**src/rtl/pe.sv**
```systemverilog
// pe: 8-input priority encoder with registered 3-bit index and valid flag.
// D7 has the highest priority and D0 the lowest. The encode is computed
// combinationally from the request lines and captured on every rising edge
// of clk. rst clears all outputs immediately, without waiting for an edge.
module pe (
    input  logic clk,
    input  logic rst,
    input  logic D7,
    input  logic D6,
    input  logic D5,
    input  logic D4,
    input  logic D3,
    input  logic D2,
    input  logic D1,
    input  logic D0,
    output logic A2,
    output logic A1,
    output logic A0,
    output logic V
);

    // Index of the highest-numbered set bit.
    // An all-zero vector returns 3'b000, so the caller must use the valid
    // flag to tell "no request" apart from "D0 only".
    function automatic logic [2:0] prio_encode(input logic [7:0] req);
        logic [2:0] idx;
        idx = 3'b000;
        // Scan upward so that the highest set bit is the last one written.
        for (int i = 0; i < 8; i++) begin
            if (req[i] == 1'b1) begin
                idx = 3'(i);
            end else begin
                idx = idx;
            end
        end
        return idx;
    endfunction

    logic [7:0] req_s;
    logic [2:0] idx_s;
    logic       valid_s;
    logic [2:0] idx_r;
    logic       valid_r;

    assign req_s = {D7, D6, D5, D4, D3, D2, D1, D0};

    // Next-state encode of the current request lines.
    always_comb begin
        idx_s   = 3'b000;
        valid_s = 1'b0;
        case (req_s == 8'h00)
            1'b1: begin
                idx_s   = 3'b000;
                valid_s = 1'b0;
            end
            1'b0: begin
                idx_s   = prio_encode(req_s);
                valid_s = 1'b1;
            end
            default: begin
                idx_s   = 3'b000;
                valid_s = 1'b0;
            end
        endcase
    end

    // Output register: cleared asynchronously by rst, otherwise loaded every edge.
    always_ff @(posedge clk or posedge rst) begin
        if (rst) begin
            idx_r   <= 3'b000;
            valid_r <= 1'b0;
        end else begin
            idx_r   <= idx_s;
            valid_r <= valid_s;
        end
    end

    assign A2 = idx_r[2];
    assign A1 = idx_r[1];
    assign A0 = idx_r[0];
    assign V  = valid_r;

endmodule

```
**config.mk**
```make
export PLATFORM = sky130hd
export DESIGN_NAME = pe
export DESIGN_NICKNAME = d
export VERILOG_FILES = /design/src/rtl/pe.sv
export SDC_FILE = /design/constraint.sdc
export NUM_CORES = 1
export LEC_CHECK = 0
export CORE_AREA = 2 2 39 41
export DETAILED_ROUTE_END_ITERATION = 12
export DIE_AREA = 0 0 41 43
export PLACE_DENSITY = 0.35
export SYNTH_ARGS = -nofsm -noshare
export SYNTH_HDL_FRONTEND = slang
export SYNTH_SLANG_ARGS = --single-unit
```
**constraint.sdc**
```tcl
create_clock -name clk -period 0.9 [get_ports clk]
set_input_delay 0.135 -clock clk [delete_from_list [all_inputs] [get_ports clk]]
set_output_delay 0.135 -clock clk [all_outputs]
set_load 0.005 [all_outputs]
```
Word-level counts from Yosys, hierarchy flattened
Index checks and enable logic that the tools add are counted.
{ "totals": {"register_bits": 4, "input_bits": 10, "out_inout_bits": 4, "wordCells": 13} }
{ "op_classes": {"n_mux": 9, "n_bitwise": 1, "reduce_logical": 1} }
{ "ops": {"columns": ["cell", "n"], "rows": [
  ["3-bit 2-to-1 mux", 6],
  ["8-bit zero test", 1],
  ["3-bit one-hot mux with 2 select lines", 1],
  ["1-bit one-hot mux with 2 select lines", 1],
  ["1-bit 2-to-1 mux", 1],
  ["1-bit NOT", 1]
]} }

Depth between registers and ports, before layout
Gate-level depths: netlist of run 1.
{ "depth": {"ltp_word": 8, "depth_mapped": 3, "mapped_depth_nobuf": 3} }

Least setup slack after synthesis of run 1
Ideal clock, no wire load.
{ "synth_path": {"kind": "in2reg", "startpoint": "input D7", "endpoint": "register valid_r, in the netlist V", "setup_time_ns": 0.134, "arrival_time_ns": 0.366, "required_time_ns": 0.766, "path_slack_ns": 0.400, "cell_stages": 2, "path_buffers": 0, "cell_sequence": "nor2_1 > nand4_1"} }
{ "synth_between": {"elab_chain_cells": 3} }
{ "synth_rtl": {"columns": ["element", "line_no", "text"], "rows": [
  ["start, declared", "8", "input logic D7,"],
  ["8-bit zero test *", "51", "case (req_s == 8'h00)"],
  ["1-bit NOT", null, null],
  ["1-bit one-hot mux with 2 select lines *", "51", null],
  ["named net valid_s", "41", "logic valid_s;"],
  ["end signal, assigned", "74", "valid_r <= valid_s;"],
  ["end, declared", "43", "logic valid_r;"]
]} }
The timed path passes the listed nets; every way through them passes the cells marked *.

Worst setup path after layout of run 1
{ "layout_path": {"startpoint": "register idx_r[2]", "endpoint": "output A2"} }
{ "layout_rtl": {"columns": ["element", "line_no", "text"], "rows": [
  ["start, declared", "42", "logic [2:0] idx_r;"],
  ["start signal, assigned", "73", "idx_r <= idx_s;"],
  ["end, declared", "16", "output logic A2,"]
]} }
No word-level cell between the ends.

==> metrics.md, run 1 <==
| Metric | Value |
|---|---|
| Worst Path Required | `0.76 ns` |
| Crit end category | `primary output` |
| Max-slew violations | `0` |
| Peak supply drop | `0.283 mV` |
| Synth area leader | `dfrtp_1` |
| Row count | `14` |
| Syn nets | `27` |
| Total die area | `0.00176 sq mm` |
| GPL Wtd Cong | `0.627` |
| Die W | `41 um` |
| Largest cells by area after synthesis | `dfrtp_1, nor2_1, o31ai_1` |
| Max Freq | `1200 MHz` |
| Pwr/cell area | `1510 mW/mm^2` |
| Layout cells sized above 1 | `0.212` |
| Crit-path leading delay family | `flip-flops` |
| CTS tree | `built` |
| Most common cell after layout, fill and taps aside | `clkdlybuf4s50_1` |
| Most frequent cells in the layout | `clkdlybuf4s50_1, dfrtp_1, nor2_1, buf_2, clkbuf_4` |
| Critical path class | `reg -> out` |
| Crit start category | `flop` |
| Drt pass-1 iters | `4` |
| Initial antenna violation count | `0` |
| CP Cell Sequence | `buf_2` |
| GRT overflow | `0` |
| Fill cell count | `150` |
| Clk pin slew, worst setup/hold paths | `0.04 ns` |
| Vias | `169` |
| First-pass GRT wire length | `572 um` |
| Run status | `finished clean` |
| GRT Util Overall | `0.0532` |
| Placed Area | `312 sq um` |
| Cells after synthesis | `17` |
| Setup TNS | `0 ns` |
| Design area | `314 sq um` |
| Vias in the first global route | `164` |
| I/O Pins | `14` |
| Worst hold path class | `in -> async` |
| Seq cells post-synth | `4` |
| PortBufs | `13` |
| Hold Fails Final Rpt | `0` |
| Critical path's slowest cell | `dfrtp_1` |
| Initial DRC Count | `3` |
| CP Max Fanout | `1` |
| Fin crit period | `0.832 ns` |
| CTS Sinks | `4` |
| Die boundary height | `43 um` |
| CP bufs+invs | `1` |
| Initial Util | `0.117` |
| Core area | `0.00138 sq mm` |
| Crit share post-route | `0.925` |
| Synth Warn # | `0` |
| Detailed Place HPWL | `325 um` |
| Antenna viol nets, final | `0` |
| Wire length per cell | `7.86 um` |
| Ant diodes | `0` |
| H-tree Lvls | `1` |
| Mapped cell area | `161 sq um` |
| Post-Route WL | `385 um` |
| Register area share after synthesis | `0.620` |
| Nets | `45` |
| Slew @ Worst Pin | `0.221 ns` |
| Netlist cell types | `8` |
| Syn_area_per_cell | `9.49 sq um` |
| Tot Pwr | `0.000474 W` |
| Finished Core Util | `0.227` |
| Max Cap Viol | `0` |
| CP peak stage delay | `0.35 ns` |
| Max_slew headroom | `0.851` |
| WP data arrival | `0.70 ns` |
| DRC | `0` |
| Final setup fails | `0` |
| TritonCTS buffer count | `3` |
| Synth-to-Final Area Change | `94.6%` |
| P_leak | `0.126 nW` |
| Post-synth top area share | `0.620` |
| Clock root cell | `clkbuf_4` |
| CTS Buffer Depth | `2` |
| Vias per cell | `3.45` |
| RSZ-0062 raised after global routing | `no` |
| Largest net degree at the start of global routing | `5` |
[synthesized netlist by cell type]
master,n
nor2_1,4
clkinv_1,1
o31ai_1,2
inv_1,2
a21oi_1,2
nand4_1,1
nand2_1,1
dfrtp_1,4
[state kept, by name, summed over array words and instances, names as in the netlist]
| name | flops |
|---|---|
| idx_r | 3 |
| V | 1 |
[per-layer routing]
metal | track usage | part of all wire | vias up
met5 | 0 | 0 | -
met4 | 0.0800 | 0 | 0
met3 | 0.0157 | 0.22 | 0
met2 | 0.0625 | 0.40 | 16
met1 | 0.0579 | 0.38 | 64
li1 | - | - | 89
[power breakdown]
group          internal (W)  leakage [nW]  switching, W
Combinational     0.0000458        0.0737     0.0000269
Clock              0.000148        0.0138     0.0000637
Sequential         0.000188        0.0386    0.00000134
Total              0.000382         0.126     0.0000919
[per-stage QoR]
stage / hold slack [ns] / std cells / setup WS, ns
finish: 0.0887 / 49 / 0.0677
global route: 0.112 / 49 / 0.0369
CTS: 0.0830 / 49 / 0.0499
detailed placement: 0.326 / 46 / -0.137
global placement: 0.327 / 46 / -0.119
floorplan: -0.0989 / 17 / 0.400
[final timing paths]
kind	slack, ns	from	depth (start not counted)	endpoint
max	0.07	idx_r[2]$_DFF_PP0_	1	A2
min	0.09	rst	2	V$_DFF_PP0_
max in group asynchronous	0.66	rst	2	idx_r[1]$_DFF_PP0_
min in group clk	0.51	D0	3	V$_DFF_PP0_
[cells by family (layout without fill, tap and decap cells)]
logic type             Yosys count  count (layout)  synth area share
AO/OA/AOI/OAI                    4               4             0.155
buffers and inverters            3              19            0.0698
flip-flops                       4               4             0.620
AND/OR/NAND/NOR                  6               6             0.155
[final cells by class]
cell class | instances | area, sq um | share of cell area
Multi-Input combinational cell | 10 | 50.0 | 0.159
Sequential cell | 4 | 100 | 0.319
Inverter | 3 | 11.3 | 0.0359
Timing Repair Buffer | 13 | 110 | 0.351
Clock buffer | 3 | 22.5 | 0.0717
Tap cell | 16 | 20.0 | 0.0637
[repair_timing]
action                                  4_1_cts  5_1_grt
setup buffers                                 0        0
resized for setup                            15        0
endpoints found under the setup margin        4        0
hold buffers                                  0        0
hold endpoints to repair                      0        0
Note: power is estimated with default switching activity, not from simulation.
==> inputs of run 2 (changes only) <==
Settings changed: GPL_ROUTABILITY_DRIVEN set to 0, HOLD_SLACK_MARGIN set to 0.03.
==> results of run 2 <==
Final layout, timing and power as in run 1 (identical DEF).
==> inputs of run 3 (changes only) <==
Settings changed: ABC_CLOCK_PERIOD_IN_PS set to 900.
==> results of run 3 <==
Final layout, timing and power as in run 1 (identical DEF).
==> RTL edit 1: new RTL, settings of run 1 <==
Register the input `D6` before use. The logic sees it one clock later. The other inputs are not delayed to match.
--- a/src/rtl/pe.sv
+++ b/src/rtl/pe.sv
@@ -19,4 +19,10 @@
     output logic V
 );
+
+    logic D6_q;
+
+    always_ff @(posedge clk) begin
+        D6_q <= D6;
+    end
 
     // Index of the highest-numbered set bit.
@@ -43,5 +49,5 @@
     logic       valid_r;
 
-    assign req_s = {D7, D6, D5, D4, D3, D2, D1, D0};
+    assign req_s = {D7, D6_q, D5, D4, D3, D2, D1, D0};
 
     // Next-state encode of the current request lines.
Function: changed (Yosys sat finds a counterexample within 4 cycles, from zero or initial values and one cycle with rst high).
==> RTL edit 1 against run 1 <==
Sequential cell count up 1. Final area increased by 7.6%. Global-route usage up 0.82 points. Setup slack got worse by 0.0089 ns. Sequential share of layout area rose by 3.7 points. Sequential power increased by 25%. Combinational power shrank 1%. Total power rose by 19%. Final cell count up 4.1%. Area after synthesis increased by 12%. Routed wire length is 7.5% higher.
==> RTL edit 1: results <==
group,metric,value,unit
route,num_vias,170,
global_routing,use_met3,0.0471,
yosys,seq_area_frac_synth,0.662,
layout,drive_gt1_frac,0.200,
layout,layout.nets,46,
status,status,"complete, no violations",
layout,fillers,157,
sta,timing.slew.headroom,0.858,
route,totalWireLength,414,um
power,power_leakage,0.136,nW
route,wl_met1,181,um
global_routing,use_met2,0.0750,
route,dr_wl_met3,79,um
global_routing,grt_first_pass_wirelength,648,um
yosys,syn_nets,28,
critical_path,startpoint,"V",
power,p_switching,119,uW
yosys,synthCells,18,
power,ir_drop,492,uV
placed_design,gp_routability_congestion,0.592,
route,drt_first_iter_violations,2,
yosys,synthTopCellsByArea,"dfrtp_1, dfxtp_1, nor2_1",
yosys,async_flop_share,0.800,
sta,fin_ws,0.0588,ns
route,firstDrtPassIters,2,
route,wl_met2,154,um
global_routing,grt.total_usage,0.0614,
global_routing,grt_pass1_vias,176,
placed_design,dp_cells,47,
route,wl_per_cell,8.12,um
==> RTL edit 1: changes by cell type after synthesis <==
| cell | run 1 | this run |
|---|---|---|
| dfxtp_1 | 0 | 1 |
==> RTL edit 1: cell type report <==
type,instances,area share
flip-flops and latches,5,0.356
repair buffers,13,0.326
multi-input cells,10,0.148
clock buffers,4,0.0778
well taps,16,0.0593
inverters,3,0.0333
==> RTL edit 1: cells by family after synthesis <==
group                  synth area share
AND/OR/NAND/NOR                   0.138
flip-flops                        0.662
AO/OA/AOI/OAI                     0.138
buffers and inverters            0.0621
==> RTL edit 1: repair_timing <==
action	in CTS	in global routing
buffers inserted	0	0
setup endpoints to repair	4	0
gates resized for setup	16	0
==> RTL edit 1: stage by stage <==
step | cell area [um^2] | util | hold slack, ns | setup TNS (ns) | total power [mW]
after floorplan | 181 | - | -0.0989 | 0 | 0.259
after global placement | 332 | 0.240 | 0.332 | -0.441 | 0.319
after detailed placement | 332 | 0.240 | 0.333 | -0.435 | 0.319
after CTS | 338 | 0.244 | 0.0774 | 0 | 0.582
after global routing | 338 | 0.244 | 0.0911 | 0 | 0.610
final | 338 | 0.244 | 0.0801 | 0 | 0.566
==> RTL edit 1: power groups by stage <==
stage	logic (mW)	registers, mW	clock network, mW
after global placement	0.0777	0.241	0
after CTS	0.0719	0.237	0.273
after floorplan	0.0168	0.242	0
after global routing	0.0798	0.238	0.292
after detailed placement	0.0783	0.241	0
final	0.0716	0.237	0.258
==> RTL edit 1: final timing paths <==
path	endpoint	cells past startpoint
setup / recovery	V	1
hold / removal	idx_r[0]	2
setup reg to reg	idx_r[0]	3
hold reg to reg	idx_r[0]	1
max in group asynchronous	V	2
min in group clk	D6_q	1
==> RTL edit 2: new RTL, settings of run 1 <==
Without the edit above. Put a register stage on the outputs `A2`, `A1` and `A0`, cleared by the reset. The values now appear one clock later. The other outputs are not delayed to match.
--- a/src/rtl/pe.sv
+++ b/src/rtl/pe.sv
@@ -76,7 +76,15 @@
     end
 
-    assign A2 = idx_r[2];
-    assign A1 = idx_r[1];
-    assign A0 = idx_r[0];
+    always_ff @(posedge clk or posedge rst) begin
+        if (rst) begin
+            A2 <= '0;
+            A1 <= '0;
+            A0 <= '0;
+        end else begin
+            A2 <= idx_r[2];
+            A1 <= idx_r[1];
+            A0 <= idx_r[0];
+        end
+    end
     assign V  = valid_r;
 
Formal check against the unedited RTL: not equivalent (Yosys sat finds a counterexample within 4 cycles, from zero or initial values and one cycle with rst high).
==> RTL edit 2 against run 1 <==
Total power up 43%. Routed wire length increased by 11%. Sequential power increased by 76%. Combinational power increased by 2%. Sequential cell count is 3 higher. Final area rose by 25%. Critical endpoint is now A0. Area after synthesis rose by 47%. Setup slack worse by 0.016 ns.
==> RTL edit 2: results <==
group,metric,value,unit
global_routing,grt_first_pass_wirelength,696,um
global_routing,overflow,0,
clock_network,cts_made_buffers,3,
placed_design,dp_cells,49,
critical_path,cpMaxStageDelayCell,"dfrtp_1",
yosys,syn_nets,30,
global_routing,grt.total_usage,0.0657,
power,ir_drop,554,uV
placed_design,io_buffer_count,13,
hold_path,hp-class,"input port to async pin",
global_routing,grt_pass1_vias,194,
global_routing,grt_start_max_net_pins,8,
placed_design,hpwl,356,um
clock_network,clockRootBuffer,"clkbuf_4",
layout,antennaDiodeCount,0,
clock_network,htree_levels,1,
clock_network,insertion_delay,0.24,ns
route,wl_per_cell,8.08,um
clock_network,cts.clk_slew.worst_paths,0.05,ns
route,totalWireLength,428,um
layout,drive_gt1_frac,0.189,
global_routing,antenna_found_initial,0,
status,status,"complete, no violations",
route,drt_first_iter_violations,1,
critical_path,path_max_fanout,1,
route,firstDrtPassIters,2,
yosys,ys_types,8,
layout,layout.nets,48,
global_routing,use_met1,0.0623,
yosys,synthTopCellsByArea,"dfrtp_1, nor2_1, o31ai_1",
yosys,synth_common_cells,"dfrtp_1, nor2_1, a21oi_1, inv_1, o31ai_1",
power,power_leakage,0.157,nW
layout,largest_register_ffs,3,
yosys,async_flop_share,1.00,
critical_path,cp.arrival,0.71,ns
critical_path,cp_top_family,"flip-flops",
sta,finalClockSkew,0.000132,ns
sta,worstMarginPinSlew,0.264,ns
clock_network,cts_setup_buffers,0,
yosys,yosysWarnings,0,
global_routing,use_met2,0.0875,
yosys,synthCells,20,
yosys,seq_area_frac_synth,0.741,
job,drv_cap,0,
critical_path,critPathMaxStageDelay,0.35,ns
clock_network,cts_buffer_depth,2,
route,num_vias,206,
layout,top_register,"idx_r",
placed_design,gp_routability_congestion,0.558,
global_routing,use_met3,0.0157,
RTL edit 2: layout make-up:
type,instances,area [um^2]
flip-flops and latches,7,175
well taps,16,20.0
repair buffers,13,110
fillers,158,991
inverters,3,11.3
clock buffers,4,26.3
multi-input cells,10,50.0
RTL edit 2: power breakdown:
group / leakage [nW] / switching [mW] / total [mW] / internal [mW]
clock: 0.0150 / 0.102 / 0.270 / 0.168
combinational: 0.0737 / 0.0284 / 0.0742 / 0.0458
sequential: 0.0684 / 0.00265 / 0.332 / 0.329
RTL edit 2: path summary, 6_finish.rpt:
check	startpoint	end	slack [ns]	cells after the start
hold reg to reg	idx_r[1]	A1	0.34	0
setup / recovery	A0	A0	0.05	1
max in group asynchronous	rst	A0	0.57	2
hold / removal	rst	idx_r[2]	0.13	2
min in group clk	idx_r[1]	A1	0.34	0
setup reg to reg	idx_r[0]	A0	0.44	0
RTL edit 2: cells by family (layout without fill, tap and decap cells):
family / Yosys count / in the layout / synth area share
AOI/OAI and AO/OA: 4 / 4 / 0.106
buffers and inverters: 3 / 20 / 0.0476
DFF: 7 / 7 / 0.741
and+or+nand+nor: 6 / 6 / 0.106
RTL edit 2: what timing repair did:
action / in CTS / in global routing
endpoints found under the setup margin: 4 / 0
gates resized for setup: 15 / 0
hold buffers: 0 / 0
RTL edit 2: per-stage QoR:
stage	total power, mW	hold slack (ns)	instance area, um^2	setup slack, ns
floorplan	0.357	-0.0616	236	0.400
global placement	0.418	0.332	387	-0.122
detailed placement	0.420	0.336	387	-0.133
CTS	0.693	0.135	393	0.0357
finish	0.676	0.126	393	0.0513
global route	0.723	0.154	393	0.0108
RTL edit 2: routing by layer:
metal | up-vias | share of wire
met4 | 0 | 0.016
met5 | - | 0
met2 | 14 | 0.52
met3 | 2 | 0.13
met1 | 90 | 0.34
li1 | 100 | -
